File: config.mk
export PLATFORM = sky130hd
export DESIGN_NAME = uart_rx_fifo
export DESIGN_NICKNAME = d
export VERILOG_FILES = /design/src/rtl/uart_rx_fifo.sv
export SDC_FILE = /design/constraint.sdc
export NUM_CORES = 1
export LEC_CHECK = 0
export BUFFER_PORTS_ARGS = -buffer_cell sky130_fd_sc_hd__buf_4
export CORE_UTILIZATION = 25
export DETAILED_ROUTE_END_ITERATION = 6
export SETUP_SLACK_MARGIN = 0.5
export SLEW_MARGIN = 20
export SYNTH_ARGS = -nofsm -noshare
export SYNTH_HDL_FRONTEND = slang
export SYNTH_SLANG_ARGS = --single-unit
File: constraint.sdc
create_clock -name clk -period 3.6 [get_ports clk]
set_input_delay 0.72 -clock clk [delete_from_list [all_inputs] [get_ports clk]]
set_output_delay 0.72 -clock clk [all_outputs]
set_load 0.02 [all_outputs]
File: src/rtl/uart_rx_fifo.sv
// Byte FIFO behind the UART receiver: non-blocking capture of receiver strobes,
// first-word-fall-through valid/ready output, fill level and sticky overflow flag.
module uart_rx_fifo #(
  parameter  int unsigned DEPTH = 16,
  localparam int unsigned AW    = $clog2(DEPTH)
) (
  input  logic          clk,
  input  logic          rst_n,
  input  logic          in_valid,
  input  logic [7:0]    in_data,
  output logic          out_valid,
  input  logic          out_ready,
  output logic [7:0]    out_data,
  output logic [AW:0]   count,
  output logic          full,
  output logic          empty,
  output logic          overflow,
  input  logic          clr_overflow
);

  localparam logic [AW:0] FULL_CNT = (AW+1)'(DEPTH);

  logic [7:0]    mem_q [DEPTH];
  logic [AW-1:0] wr_ptr_q, wr_ptr_d;
  logic [AW-1:0] rd_ptr_q, rd_ptr_d;
  logic [AW:0]   count_q, count_d;
  logic          overflow_q, overflow_d;
  logic          push, pop, drop;

  assign full      = (count_q == FULL_CNT);
  assign empty     = (count_q == '0);
  assign out_valid = !empty;
  assign out_data  = mem_q[rd_ptr_q];
  assign count     = count_q;
  assign overflow  = overflow_q;

  // A pop in the same cycle frees a slot, so a strobe while full is still accepted.
  assign pop  = out_valid & out_ready;
  assign push = in_valid & (!full | pop);
  assign drop = in_valid & full & !pop;

  always_comb begin
    wr_ptr_d   = wr_ptr_q;
    rd_ptr_d   = rd_ptr_q;
    count_d    = count_q;
    overflow_d = overflow_q;
    if (push) wr_ptr_d = wr_ptr_q + AW'(1);
    if (pop)  rd_ptr_d = rd_ptr_q + AW'(1);
    case ({push, pop})
      2'b10:   count_d = count_q + (AW+1)'(1);
      2'b01:   count_d = count_q - (AW+1)'(1);
      default: count_d = count_q;
    endcase
    if (drop)              overflow_d = 1'b1;
    else if (clr_overflow) overflow_d = 1'b0;
  end

  always_ff @(posedge clk) begin
    if (!rst_n) begin
      wr_ptr_q   <= '0;
      rd_ptr_q   <= '0;
      count_q    <= '0;
      overflow_q <= 1'b0;
      for (int unsigned i = 0; i < DEPTH; i++) mem_q[i] <= '0;
    end else begin
      wr_ptr_q   <= wr_ptr_d;
      rd_ptr_q   <= rd_ptr_d;
      count_q    <= count_d;
      overflow_q <= overflow_d;
      if (push) mem_q[wr_ptr_q] <= in_data;
    end
  end

endmodule
==> results of run 1 <==
worst paths after layout:
check / from / end / slack (ns) / depth (start not counted)
setup / recovery: flip-flop / out_data[4] / 0.65 / 5
hold / removal: wr_ptr_q[1] / wr_ptr_q[1] / 0.53 / 2
setup reg to reg: count[0] / count[4] / 0.77 / 9
hold reg to reg: wr_ptr_q[1] / wr_ptr_q[1] / 0.53 / 2
final cells by class:
class,count,area [sq um]
clock inverters,11,87.6
inverters,8,30.0
clock buffers,21,503
multi-input cells,309,2260
fillers,2653,18200
repair buffers,58,448
flip-flops and latches,146,4210
well taps,335,419
per-layer routing:
metal  routed length, um  share of wire [%]  up-vias  global-route usage, %
met1                6470                 43     2020                   14.8
met3                 920                6.1       22                   2.75
li1                    -                  -     1911                      -
met5                   0                  0        -                      0
met2                7450                 49      115                   19.7
met4                 354                2.3        0                   5.70
synth_stat cells:
| master | instances | area share [%] |
|---|---|---|
| fa_1 | 1 | 0.30 |
| nand3_2 | 3 | 0.45 |
| o21a_1 | 4 | 0.45 |
| nand3_4 | 6 | 1.6 |
| xnor2_1 | 5 | 0.66 |
| nor3_1 | 2 | 0.15 |
| and2_1 | 9 | 0.84 |
| or2_2 | 1 | 0.094 |
| inv_1 | 8 | 0.45 |
| dfxtp_1 | 18 | 5.4 |
| nor2b_1 | 7 | 0.66 |
| clkbuf_1 | 14 | 0.79 |
| buf_6 | 8 | 1.3 |
| nor2_1 | 136 | 7.6 |
| buf_1 | 5 | 0.28 |
| buf_2 | 6 | 0.45 |
| nand4_1 | 4 | 0.37 |
| ha_1 | 9 | 1.7 |
| or4_1 | 1 | 0.11 |
| xor2_1 | 1 | 0.13 |
| nand2_1 | 13 | 0.73 |
| a21o_1 | 1 | 0.11 |
| a21boi_0 | 1 | 0.11 |
| mux4_2 | 32 | 11 |
| or4b_2 | 1 | 0.15 |
| o21ai_2 | 2 | 0.26 |
| o211ai_4 | 1 | 0.32 |
| nand2b_1 | 3 | 0.28 |
| edfxtp_1 | 128 | 58 |
| a21oi_1 | 3 | 0.22 |
| or2_4 | 1 | 0.13 |
| o21ai_0 | 18 | 1.3 |
| mux2i_1 | 3 | 0.45 |
| nand4b_1 | 1 | 0.13 |
| a22oi_1 | 16 | 1.8 |
| o211ai_1 | 1 | 0.11 |
| nand3_1 | 23 | 1.7 |
stage by stage:
step                power, W  setup slack (ns)  std cells
floorplan            0.00277             0.821        496
detailed placement   0.00311             0.635        848
global placement     0.00310             0.674        848
CTS                  0.00481             0.556        880
global route         0.00502             0.543        888
finish               0.00482             0.647        888
state kept, by name, summed over array words and instances, names as in the netlist, named ones only:
| signal | flops |
|---|---|
| overflow | 1 |
| rd_ptr_q | 4 |
| wr_ptr_q | 4 |
| mem_q | 128 |
| count | 5 |
critical path, stage by stage, from the launching register on:
cell and delay (ns):
dfxtp_1 0.32, buf_4 0.43, mux4_2 0.38, a22oi_1 0.37, nand2_1 0.12, buf_4 0.18
power by group through the flow:
stage	Clock [W]	Combinational, W	Sequential (W)
after global placement	0	0.00104	0.00206
after global routing	0.00181	0.00118	0.00203
after floorplan	0	0.000722	0.00205
after CTS	0.00174	0.00105	0.00203
after detailed placement	0	0.00105	0.00206
final	0.00171	0.00109	0.00201
repair_timing:
| item | 4_1_cts | 5_1_grt |
|---|---|---|
| resized for setup | 1 | 1 |
| setup endpoints to repair | 7 | 3 |
| buffers inserted | 0 | 8 |
logic make-up after synthesis:
kind of cell               after synthesis  synth area share [%]
DFF                                    146                  62.9
AOI/OAI and AO/OA                       47                  4.74
buffers and inverters                   41                  3.31
xor gates and xnor gates                 6                 0.786
and+or+nand+nor                        211                  15.0
adders and majority gates               10                  1.98
muxes                                   35                  11.2
cells in the final DEF, fill, tap and decap left out, types with 7 or more instances in the layout:
cell type	instances
ha_1	9
a22oi_1	16
nand2_1	13
nor2_1	136
o21ai_0	18
nand3_1	23
mux4_2	32
clkbuf_16	19
buf_4	57
edfxtp_1	128
nor2b_1	7
dfxtp_1	17
and2_1	9
inv_1	8
==> impl_metrics.yaml, run 1 <==
status:
  outcome: "finished with violations"
  violations: "DRC"
sta:
  clock_skew_ns: 0.00515
  rsz0062_at_grt: "false"
  maxSlewViolCount: 0
  max-slew-margin-rel_pct: 45.1
  fin_setup_tns_ns: 0
  min_period_ns: 2.95
  worst_pin_slew_ns: 0.816
  timing.hold.ws_ns: 0.534
  fmax_mhz: 339
  hold_viol_final: 0
  setup_viol_count_final: 0
  fin_crit_sh_pct: 82.0
synthesis:
  synthCells: 496
  ys_warn_count: 0
  syn_area_per_cell_sq_um: 13.5
  yosysSeqAreaShare_pct: 62.9
  synth_nets: 519
  synth.distinct_cells: 37
  syn_area_sq_mm: 0.00668
  ys_seq_elements: 146
clock_tree:
  numClockSinks: 146
  cts_tree: "built"
  hold_buffers: 0
  cts_root_buffer: "clkbuf_16"
  cts_inserted_buffers: 17
  clkTransAtPathRegs_ns: 0.06
  htree_levels: 4
  clk_path_buf_depth: 2
  clk_latency_ns: 0.42
pwr:
  p_sw_w: 0.00137
  seqPwrFrac_pct: 41.8
  p_per_area_mw_per_mm2: 605
  power.leakage_nw: 2.78
  internal-power_w: 0.00344
  p_comb_share_pct: 22.6
  pwr-share-clk_pct: 35.6
  ir_worst_vdd_uv: 325
  netSwitchingFraction_pct: 28.5
route:
  routedWlPerCell_um: 17.1
  route.antenna.remaining_nets: 0
  postRouteWirelength_um: 15200
  viasPerCell: 4.58
  first_pass_iters: 7
  remaining_drc_errors: 2
  drtIter0Drc: 328
  num_vias: 4068
floorplan:
  fp.dieW_um: 165
  dieArea_sq_mm: 0.0274
  initial_core_util_pct: 25.6
  fp.coreArea_sq_mm: 0.0261
  die_y_um: 165
  fp-row-count: 59
  pin_count: 30
layout:
  area_growth_pct: 19.1
  finalNetCount: 563
  post-route-util_pct: 30.4
  design_area_sq_mm: 0.00796
  antennaDiodeCount: 0
  drive_gt1_share_pct: 25.1
global_routing:
  antenna_found_initial: 0
  grt_util_all_layers_pct: 12.0
  grt_pass1_wl_um: 23800
  gr-total-overflow: 0
  grt_pass1_vias: 4194
  grt_max_degree: 51
placement:
  port_buffers: 29
  placed_cell_area_sq_mm: 0.00730
  dp_hpwl_um: 10300
  place.gp.congestion: 0.741
hold_path:
  hold_class: "reg2reg"
worst_setup_path:
  arrival_ns: 2.23
  start_kind: "flip-flop"
  endpoint_kind: "output port"
  cp.required_ns: 2.88
  crit_fanout: 32
  crit_type: "reg2out"
run:
  maxCapViolations: 0
(Power assumes the default switching activity.)
==> inputs of run 2 (changes only) <==
==> constraint.sdc (replaced) <==
create_clock -name clk -period 2.8 [get_ports clk]
set_input_delay 0.56 -clock clk [delete_from_list [all_inputs] [get_ports clk]]
set_output_delay 0.56 -clock clk [all_outputs]
set_load 0.02 [all_outputs]
==> run 2 against run 1 <==
The run still ends with DRC left. Total power grew 44%. Non-clock buffer count grew 20. Largest power group unchanged. Highest routed layer unchanged. Flip-flop and latch count is the same. Utilization grew 2.2 points. Final cell count grew 2.3%. Clock power grew 41%. Sequential power grew 29%. Via count grew 0.44%.
==> impl_metrics.yaml, run 2 (synthesis gave the netlist of run 1 again) <==
status:
  outcome: "finished with violations"
  violations: "DRC"
floorplan:
  die_y_um: 165
  pin_count: 30
  fp.coreArea_sq_mm: 0.0261
  fp-row-count: 59
  fp.dieW_um: 165
  initial_core_util_pct: 25.6
  dieArea_sq_mm: 0.0274
worst_setup_path:
  endpoint_kind: "output port"
  max_stage_delay_ns: 0.54
  r2r_start: "count[1]"
  regToRegEndpoint: "count[3]"
  path_cells: "buf_12, buf_12, mux4_2, a22oi_2, nand2_2, buf_6"
  reg2reg_depth: 10
  crit_fanout: 6
  crit_type: "reg2out"
  critPathTopFamily: "multiplexers"
  cp.required_ns: 2.24
  slowest_stage: "mux4_2"
  worst_path_most_repeated_cell: "buf_12"
  path_buf_inv: 3
  r2r_slack_ns: 0.25
  start_kind: "flip-flop"
  arrival_ns: 2.09
sta:
  worst_slack_ns: 0.154
  fin_setup_tns_ns: 0
  rsz0062_at_grt: "true"
  fmax_mhz: 378
  min_period_ns: 2.65
  clock_skew_ns: 0.0134
  setup_viol_count_final: 0
  hold_viol_final: 0
  worst_pin_slew_ns: 0.906
  maxSlewViolCount: 0
  fin_crit_sh_pct: 94.5
  max-slew-margin-rel_pct: 39.3
placement:
  placed_cell_area_sq_mm: 0.00750
  place_ws_ns: 0.194
  place.gp.congestion: 0.777
  placed_cells: 859
  dp_hpwl_um: 10300
  port_buffers: 29
hold_path:
  holdCritStartpoint: "clr_overflow"
  holdPathEnd: "overflow"
  hold_class: "in2reg"
  hold_depth: 4
global_routing:
  grt_util_all_layers_pct: 12.4
  gr-total-overflow: 0
  antenna_found_initial: 0
  grt_pass1_wl_um: 24500
  grt_max_degree: 39
  grt_pass1_vias: 4191
route:
  remaining_drc_errors: 8
  route.antenna.remaining_nets: 0
  routedWlPerCell_um: 17.4
  drtIter0Drc: 238
  viasPerCell: 4.50
  num_vias: 4086
  postRouteWirelength_um: 15800
  first_pass_iters: 6
pwr:
  p_per_area_mw_per_mm2: 812
  power.leakage_nw: 2.95
  ir_worst_vdd_uv: 754
layout:
  drive_gt1_share_pct: 35.1
  top_register: "mem_q"
  antennaDiodeCount: 0
  final_common_cell: "nor2_1"
  design_area_sq_mm: 0.00852
  area_growth_pct: 27.5
  largest_register_ff_count: 128
  layout_common_cells: "nor2_1 (135), edfxtp_1 (128), buf_4 (59)"
  fin_cells: 908
  nFillCells: 2613
  finalNetCount: 583
clock_tree:
  cts_tree: "built"
  htree_levels: 4
  numClockSinks: 146
  cts_root_buffer: "clkbuf_16"
  cts_inserted_buffers: 17
  clkTransAtPathRegs_ns: 0.06
  clk_latency_ns: 0.43
  hold_buffers: 0
  clk_path_buf_depth: 2
run:
  maxCapViolations: 0
==> run 2: cell count changes in the layout (fill, tap and decap cells not counted), moves of 6 or more <==
cell	change
o21ai_2	+7
a22oi_2	+14
o21ai_0	-11
nand2_1	-6
a22oi_1	-14
nand2_2	+6
buf_6	+12
==> run 2: metrics by stage <==
stage | hold WS, ns | total power (W) | util, %
after detailed placement | 0.538 | 0.00411 | 28.7
after CTS | 0.429 | 0.00684 | 32.1
after floorplan | 0.489 | 0.00363 | -
final | 0.452 | 0.00691 | 32.6
after global placement | 0.523 | 0.00410 | 28.7
after global routing | 0.476 | 0.00718 | 32.6
==> run 2: cell type report <==
cell class                 instances  area (sq um)  area share (%)
timing repair buffer              78           726            8.52
multi-input combinational        309          2500            29.4
clock buffer                      20           437            5.13
clock inverter                    12           188            2.20
tap                              335           419            4.92
inverter                           8          30.0           0.352
sequential                       146          4220            49.5
==> run 2: timing repair <==
| item | CTS | global route |
|---|---|---|
| pin swaps | 9 | 24 |
| endpoints found under the setup margin | 14 | 39 |
| setup buffers | 14 | 2 |
| gates cloned | 1 | 0 |
| resized for setup | 24 | 29 |
==> run 2: worst reg2reg max path: cells and delay by family (launching register included) <==
kind / cells / cell delay [ns]
buf+inv: 2 / 0.21
flops: 1 / 0.34
fa+ha+maj: 2 / 0.46
compound gates: 3 / 0.33
simple gates: 3 / 1.16
==> run 2: worst max path at each step <==
stage / from / endpoint / depth (start not counted)
after detailed placement: count[1] / count[4] / 9
final: flip-flop / out_data[6] / 6
after CTS: flip-flop / out_data[6] / 6
after global placement: count[1] / count[4] / 9
after floorplan: count[1] / count[4] / 10
after global routing: flip-flop / out_data[6] / 6
==> run 2: power breakdown <==
part           internal [W]  total [W]  switching (W)  leakage (nW)
sequential          0.00251    0.00260      0.0000911          1.48
combinational      0.000950    0.00190       0.000949          1.17
clock               0.00157    0.00241       0.000847         0.302
==> run 2: layer usage <==
metal / track usage, % / share of wire (%) / vias up
li1: - / - / 1951
met1: 15.7 / 44 / 2033
met2: 20.8 / 50 / 89
met3: 3.22 / 5.4 / 13
met4: 3.84 / 1.0 / 0
met5: 0 / 0 / -
